**config.mk**
```make
export PLATFORM = sky130hd
export DESIGN_NAME = ram_fill_engine
export DESIGN_NICKNAME = d
export VERILOG_FILES = /design/src/rtl/ram_fill_engine.sv
export SDC_FILE = /design/constraint.sdc
export NUM_CORES = 1
export LEC_CHECK = 0
export ABC_AREA = 1
export ABC_CLOCK_PERIOD_IN_PS = 4900
export BUFFER_PORTS_ARGS = -buffer_cell sky130_fd_sc_hd__buf_2
export CAP_MARGIN = 20
export CORE_MARGIN = 1.5
export CORE_UTILIZATION = 40
export CTS_BUF_LIST = sky130_fd_sc_hd__clkbuf_4
export DETAILED_ROUTE_END_ITERATION = 16
export PLACE_DENSITY = 0.67
export SLEW_MARGIN = 25
export SYNTH_ARGS = -nofsm -noshare
export SYNTH_HDL_FRONTEND = slang
export SYNTH_SLANG_ARGS = --single-unit
```
**constraint.sdc**
```tcl
create_clock -name clk -period 4.9 [get_ports clk]
set_input_delay 0.49 -clock clk [delete_from_list [all_inputs] [get_ports clk]]
set_output_delay 0.49 -clock clk [all_outputs]
set_load 0.02 [all_outputs]
```
**src/rtl/ram_fill_engine.sv**
```systemverilog
// ram_fill_engine: drives a single-port RAM to either fill an inclusive address
// range with a constant, or delete one board row by shifting every row above it
// down by one and clearing row 0. One RAM access per cycle.
module ram_fill_engine #(
  parameter int                DATA_W  = 6,
  parameter int                ADDR_W  = 8,
  parameter int                DEPTH   = 240,
  parameter int                COLS    = 10,
  parameter int                RD_LAT  = 1,
  parameter logic [DATA_W-1:0] CLR_VAL = '0
) (
  input  logic              clk,
  input  logic              resetn,
  input  logic              start,
  input  logic              mode,
  input  logic [ADDR_W-1:0] start_addr,
  input  logic [ADDR_W-1:0] end_addr,
  input  logic [DATA_W-1:0] fill_data,
  input  logic [ADDR_W-1:0] row,
  input  logic [DATA_W-1:0] ram_rdata,
  output logic [ADDR_W-1:0] ram_addr,
  output logic [DATA_W-1:0] ram_wdata,
  output logic              wren,
  output logic              busy,
  output logic              done,
  output logic              err
);

  // One extra address bit so range checks and row*COLS never wrap.
  localparam int AW1  = ADDR_W + 1;
  localparam int ROWS = DEPTH / COLS;

  localparam logic [AW1-1:0] DEPTH_C    = AW1'(DEPTH);
  localparam logic [AW1-1:0] ROWS_C     = AW1'(ROWS);
  localparam logic [AW1-1:0] COLS_C     = AW1'(COLS);
  localparam logic [AW1-1:0] LAST_COL_C = AW1'(COLS - 1);

  localparam logic [2:0] IDLE    = 3'd0;
  localparam logic [2:0] FILL    = 3'd1;
  localparam logic [2:0] SH_RD   = 3'd2;
  localparam logic [2:0] SH_WAIT = 3'd3;
  localparam logic [2:0] SH_WR   = 3'd4;
  localparam logic [2:0] SH_TOP  = 3'd5;
  localparam logic [2:0] FIN     = 3'd6;

  logic [2:0]        state_q, state_d;
  logic [AW1-1:0]    ptr_q, ptr_d;     // fill address, copy destination, or clear address
  logic [AW1-1:0]    end_q, end_d;     // last fill address
  logic [DATA_W-1:0] fill_q, fill_d;
  logic              err_q, err_d;
  logic [1:0]        wcnt_q, wcnt_d;   // extra read-latency cycles spent in SH_WAIT
  logic [ADDR_W-1:0] rd_addr;          // copy source: the word one row above dst

  // Copy source is only used while ptr_q >= COLS, so the low bits never wrap.
  assign rd_addr = ptr_q[ADDR_W-1:0] - COLS_C[ADDR_W-1:0];

  // Next-state logic: command capture and validation, then sequencing of each mode.
  always_comb begin
    state_d = state_q;
    ptr_d   = ptr_q;
    end_d   = end_q;
    fill_d  = fill_q;
    err_d   = err_q;
    wcnt_d  = wcnt_q;
    case (state_q)
      IDLE: begin
        if (start) begin
          err_d  = 1'b0;
          fill_d = fill_data;
          end_d  = {1'b0, end_addr};
          if (!mode) begin
            if ((end_addr < start_addr) || ({1'b0, end_addr} >= DEPTH_C)) begin
              err_d   = 1'b1;
              state_d = FIN;
            end else begin
              ptr_d   = {1'b0, start_addr};
              state_d = FILL;
            end
          end else if ({1'b0, row} >= ROWS_C) begin
            err_d   = 1'b1;
            state_d = FIN;
          end else if (row == '0) begin
            ptr_d   = '0;
            state_d = SH_TOP;
          end else begin
            ptr_d   = ({1'b0, row} * COLS_C) + LAST_COL_C;
            state_d = SH_RD;
          end
        end
      end
      FILL: begin
        if (ptr_q == end_q) state_d = FIN;
        else                ptr_d   = ptr_q + 1'b1;
      end
      SH_RD: begin
        wcnt_d  = '0;
        state_d = (RD_LAT > 1) ? SH_WAIT : SH_WR;
      end
      SH_WAIT: begin
        if (wcnt_q == 2'(RD_LAT - 2)) state_d = SH_WR;
        else                          wcnt_d  = wcnt_q + 1'b1;
      end
      SH_WR: begin
        if (ptr_q == COLS_C) begin
          ptr_d   = '0;
          state_d = SH_TOP;
        end else begin
          ptr_d   = ptr_q - 1'b1;
          state_d = SH_RD;
        end
      end
      SH_TOP: begin
        if (ptr_q == LAST_COL_C) state_d = FIN;
        else                     ptr_d   = ptr_q + 1'b1;
      end
      FIN:     state_d = IDLE;
      default: state_d = IDLE;
    endcase
  end

  // Outputs decode from state only, so reset clears them without a clock edge.
  always_comb begin
    ram_addr  = '0;
    ram_wdata = '0;
    wren      = 1'b0;
    busy      = (state_q != IDLE);
    done      = (state_q == FIN);
    err       = (state_q == FIN) && err_q;
    case (state_q)
      FILL: begin
        ram_addr  = ptr_q[ADDR_W-1:0];
        ram_wdata = fill_q;
        wren      = 1'b1;
      end
      SH_RD, SH_WAIT: ram_addr = rd_addr;
      SH_WR: begin
        ram_addr  = ptr_q[ADDR_W-1:0];
        ram_wdata = ram_rdata;
        wren      = 1'b1;
      end
      SH_TOP: begin
        ram_addr  = ptr_q[ADDR_W-1:0];
        ram_wdata = CLR_VAL;
        wren      = 1'b1;
      end
      default: ;
    endcase
  end

  // State registers; asynchronous reset aborts any command in progress.
  always_ff @(posedge clk or negedge resetn) begin
    if (!resetn) begin
      state_q <= IDLE;
      ptr_q   <= '0;
      end_q   <= '0;
      fill_q  <= '0;
      err_q   <= 1'b0;
      wcnt_q  <= '0;
    end else begin
      state_q <= state_d;
      ptr_q   <= ptr_d;
      end_q   <= end_d;
      fill_q  <= fill_d;
      err_q   <= err_d;
      wcnt_q  <= wcnt_d;
    end
  end

endmodule

```
### Word-level counts from Yosys, hierarchy flattened

Cells that the tools add are included.

| storage, ports and cells | value |
|---|---|
| register bits after elaboration | 29 |
| input bits | 40 |
| output and inout port bits | 18 |

| cells by class | value |
|---|---|
| add/sub/neg operators | 5 |
| multipliers | 1 |
| $lt $le $gt $ge | 3 |
| eq/ne operators | 19 |
| muxes and demuxes | 27 |
| reduce and logical (&&, ||, !) cells | 13 |

Operators by type and width:

| cell | number |
|---|---|
| $mux W9 | 8 |
| $pmux W9 S4 | 1 |
| $mux W3 | 9 |
| $eq A9 B4 Y1 const B | 2 |
| $pmux W3 S6 | 1 |
| $pmux W8 S2 | 1 |
| $ne A2 B2 Y1 const B | 7 |
| $pmux W6 S2 | 1 |
| $add A9 B1 Y9 const B | 1 |
| $add A9 B4 Y9 const B | 1 |
| $eq A3 B3 Y1 const B | 3 |
| $eq A9 B8 Y1 | 1 |
| $sub A9 B1 Y9 const B | 1 |
| $ge A8 B5 Y1 const B | 1 |
| $ge A8 B8 Y1 const B | 1 |
| $logic_not A8 Y1 | 1 |
| $lt A8 B8 Y1 | 1 |
| $mul A8 B3 Y8 const B | 1 |
| $sub A8 B4 Y8 const B | 1 |
| $eq A3 B2 Y1 const B | 2 |
| $ne A3 B3 Y1 const B | 2 |
| $reduce_and A6 Y1 | 1 |
| $mux W1 | 4 |
| $pmux W2 S2 | 1 |
| 14 further kinds | 15 |

### Longest topological paths before layout

| logic depth | value |
|---|---|
| depth in word-level cells | 7 |
| mapped depth | 15 |
| depth with buffers taken out | 15 |

### Least setup slack after synthesis

No wires, ideal clock.

| timing path | value |
|---|---|
| path type | input to register |
| from | input row[1] |
| to | register ptr_q[8] |
| library setup time | 117 ps |
| arrival time | 2140 ps |
| path slack | 2642 ps |
| stages on the path | 13 |
| path buffers | 0 |
| cell sequence | ha_1 ha_1 fa_1 nand2_1 nor2_1 and2_1 nand2_1 inv_1 nand3_1 nand3_1 nand2_1 nand3_1 nand2_1 |

| between the ends | value |
|---|---|
| cells in the longest elaborated chain, start to end | 7 |
| elaborated cells between the ends (all ways) | 11 |
| those cells by class | add/sub (1); mul (1); order compare (1); eq/ne (1); mux (5); reduce/logical (2) |

RTL lines:

| element | line | RTL |
|---|---|---|
| from (decl) | 19 | `input logic [ADDR_W-1:0] row,` |
| $mul A8 B3 Y8 | 86 | `ptr_d = ({1'b0, row} * COLS_C) + LAST_COL_C;` |
| $add A9 B4 Y9 | 86 |  |
| $mux W9 | 82 | `end else if (row == '0) begin` |
| $mux W9 | 79 | `end else if ({1'b0, row} >= ROWS_C) begin` |
| $mux W9 | 71 | `if (!mode) begin` |
| $mux W9 | 67 | `if (start) begin` |
| $pmux W9 S4 | 65 | `case (state_q)` |
| to (signal assigned) | 161 | `ptr_q <= ptr_d;` |
| to (decl) | 47 | `logic [AW1-1:0] ptr_q, ptr_d;` |

Several ways; a longest one is shown, not always the timed one. The select of a mux whose other input is x is not followed.
A chain may end at the register's enable or synchronous reset.

### Worst setup path after layout

| timing path | value |
|---|---|
| from | register ptr_q[2] |
| to | output ram_addr[7] |

| between the ends | value |
|---|---|
| cells in the longest elaborated chain, start to end | 2 |

RTL lines:

| element | line | RTL |
|---|---|---|
| $sub A8 B4 Y8 | 55 | `assign rd_addr = ptr_q[ADDR_W-1:0] - COLS_C[ADDR_W-1:0];` |
| $pmux W8 S2 | 129 | `case (state_q)` |
| to (decl) | 21 | `output logic [ADDR_W-1:0] ram_addr,` |

No other way between the ends.

==> impl_metrics.csv <==
group,metric,value,unit
outcome,status,"finished, final reports clean",
clock_network,cts_tree,"yes",
cells_and_area,design.final.nets,548,
pwr,leakage,1.80,nW
route,drt_pass1_iterations,4,
timing,worstMarginPinSlew,0.763,ns
critical_path,critPathMaxFanout,11,
critical_path,critical_path.startpoint_type,"register",
logic_synthesis,yosysUniqueCellTypes,36,
cells_and_area,area.growth.synth_to_final,14.0,%
floorplanning,floorplan.initialDensity,41.4,%
clock_network,cts_root_buf,"clkbuf_4",
floorplanning,die_x,87.1,um
logic_synthesis,syn_area,2830,sq um
floorplanning,core_area,6830,sq um
cells_and_area,nFillCells,740,
floorplanning,floorplan.die_area,7580,sq um
global_routing,track_usage,20.5,%
timing,fin_crit_period,2.71,ns
logic_synthesis,synth_warnings,0,
clock_network,cts-htree-levels,2,
critical_path,reg2reg_depth,8,
logic_synthesis,synth_seq_area_share,25.7,%
pwr,power.density,571,nW/um^2
timing,hold_viol_final,0,
flow_run,cap_violations,0,
clock_network,cts_made_buffers,5,
clock_network,cts_setup_buffers,0,
timing,maxSlewViolCount,0,
pwr,worst_ir_drop_vdd,0.210,mV
critical_path,longest_individual_stage_delay_on_the_worst_path,0.57,ns
route,drc,0,
global_routing,grt_antenna_before_repair,0,
clock_network,post_cts_hold_buffer_count,0,
logic_synthesis,ys_seq_elements,29,
timing,final.period_utilization,55.4,%
timing,total_of_endpoints_with_negative_setup_slack_in_the_final_report,0,
route,vias,2939,
pwr,p_sw,0.00101,W
cells_and_area,fin_area,3220,sq um
logic_synthesis,synth.avg_cell_area,6.59,sq um
clock_network,cts.sinks,29,
pwr,p_sw_share,54.8,%
floorplanning,design.portCount,58,
route,final_antenna_net_count,0,
critical_path,worstSetupPathType,"register to primary output",
cells_and_area,antenna_cells_inserted,0,
pwr,finalPower,0.00184,W
global_routing,global_route.usage.met3,2.56,%
pwr,clock_power_share,8.1,%
critical_path,cp_cell_sequence,"inv_1, ha_1, or2_2, nand2_1, nor2_1, xor2_1, o22ai_1, buf_2",
global_routing,grt_pass1_vias,2735,
logic_synthesis,synth.net_count,494,
floorplanning,die_h,87.1,um
place,place_area,3170,sq um
route,first_iter_violations,168,
critical_path,worst-endpoint-required,4.41,ns
global_routing,grt.met2_usage,33.8,%
timing,slew_headroom,49.0,%
cells_and_area,layout.cells.most_common,"nand2_1",
timing,worst_hold_margin,0.167,ns
timing,fin_skew,0.0115,ns
global_routing,globalRoute.totalOverflow,0,
critical_path,worst-endpoint-arrival,2.22,ns
critical_path,cp-end-kind,"primary output",
logic_synthesis,syn-instance-count,429,
place,place_hpwl,5840,um
hold_path,worst_min_delay_path_category,"primary input to async pin",
pwr,p_int,0.000832,W
critical_path,r2r_start,"state_q[0]",
route,drt-wirelength-per-cell,12.6,um
critical_path,cp_slowest_cell,"dfrtp_1",
place,portBuffers,57,
global_routing,grt_busiest_layer,"met2",
pwr,share_seq_of_total_power,27.0,%
cells_and_area,layout.area.seq,726,sq um
place,last_weighted_congestion_value_of_the_routability_driven_placer,0.878,
route,postRouteWirelength,7300,um
pwr,p_comb_share,64.9,%
floorplanning,floorplan.rows,30,
cells_and_area,postLayoutCoreUtil,47.2,%
clock_network,clk-insertion-delay-late,0.34,ns
cells_and_area,area_used_by_multi_input_combinational_logic,1820,sq um
global_routing,largest_net_degree_at_the_start_of_global_routing,30,
cells_and_area,drive_gt1_share,18.6,%
route,via_per_inst,5.07,
clock_network,clockBufferDepth,2,
critical_path,setup.reg_to_reg.worst_slack,2.73,ns
timing,setup_total_negative_slack,0,ns
timing,max_freq,0.369,GHz
critical_path,timing.rr.end,"end_q[2]",
global_routing,global_route_wire_length_before_repair,12400,um
clock_network,post_cts_clock_slew_at_the_launch_and_capture_registers_of_the_worst_setup_and_hold_paths,0.10,ns
cells_and_area,layout.cells.most_common_list,"nand2_1, buf_2, inv_1",
global_routing,grt_util_met1,28.5,%
timing,grt_setup_unrepaired,"no",
clock_network,cts_repair_resize_count,0,
-- stage by stage --
stage                     setup slack [ns]  std cells
after floorplan                       2.64        429
after global placement                2.42        572
after detailed placement              2.38        572
after CTS                             2.16        580
after global routing                  1.99        580
final                                 2.19        580
-- power groups by stage --
stage / logic, W / clock network, W / registers, W
finish: 0.00120 / 0.000149 / 0.000496
global route: 0.00136 / 0.000161 / 0.000514
CTS: 0.00120 / 0.000152 / 0.000494
detailed placement: 0.00119 / 0 / 0.000499
global placement: 0.00117 / 0 / 0.000497
floorplan: 0.000983 / 0 / 0.000425
-- critical path, delay by kind of cell, from the launching register on --
kind	cells	cell delay [ns]
AO/OA/AOI/OAI	1	0.11
buffers and inverters	2	0.33
AND/OR/NAND/NOR	3	0.48
XOR/XNOR	1	0.13
adder cells (fa/ha/maj)	1	0.25
flip-flops	1	0.57
-- kinds of logic after synthesis --
kind of cell | synth area share (%)
AO/OA/AOI/OAI | 12.3
XOR/XNOR | 4.03
adder cells (fa/ha/maj) | 11.3
buffers and inverters | 10.1
flip-flops | 25.7
AND/OR/NAND/NOR | 36.5
-- how the worst max path moves through the flow --
stage / from / to / cells past startpoint
after CTS: ptr_q[2] / ram_addr[7] / 8
after detailed placement: row[1] / ptr_q[8] / 14
after global routing: ptr_q[1] / ram_addr[7] / 8
after floorplan: row[1] / ptr_q[8] / 13
final: ptr_q[2] / ram_addr[7] / 8
after global placement: row[1] / ptr_q[8] / 14
-- flip-flops by register name (all words and copies together), names as in the netlist --
| name | cells |
|---|---|
| state_q | 3 |
| end_q | 8 |
| wcnt_q | 2 |
| ptr_q | 9 |
| err_q | 1 |
| fill_q | 6 |
-- per-layer routing --
layer  share of wire, %  routed length (um)
met1                 48                3520
met2                 46                3370
met3                4.7                 342
met4               0.84                  61
met5                  0                   0
-- synth_stat cells --
library cell	number	area [sq um]
inv_2	10	37.5
nand4_1	5	31.3
nor2_1	24	90.1
xor2_1	10	87.6
o21ai_0	22	110
o21a_1	1	7.51
clkinv_4	1	8.76
nand2b_1	1	6.26
a22oi_1	1	7.51
xnor2_1	3	26.3
or2_2	2	12.5
o31ai_1	1	7.51
nand3_1	43	215
nor3_1	7	35.0
fa_1	1	20.0
dfrtp_1	29	726
nor2_4	2	22.5
buf_4	1	7.51
inv_1	44	165
buf_2	7	35.0
nand2_1	139	522
clkinv_1	1	3.75
nor2_2	4	25.0
o22ai_1	9	56.3
nor3_2	1	10.0
and2_1	2	12.5
o211ai_1	2	15.0
clkinv_2	1	5.00
nand2_4	2	22.5
a22o_1	7	61.3
ha_1	24	300
buf_6	2	22.5
nand3b_1	3	22.5
o21ai_2	1	8.76
nand2_2	1	6.26
a21oi_1	15	75.1
-- layout make-up --
class,instances,share of cell area [%]
Multi-Input combinational cell,333,56.4
Inverter,57,6.83
Clock inverter,2,0.311
Sequential cell,29,22.5
Clock buffer,6,1.40
Tap cell,96,3.73
Timing Repair Buffer,57,8.85
Note: power is estimated with default switching activity, not from simulation.
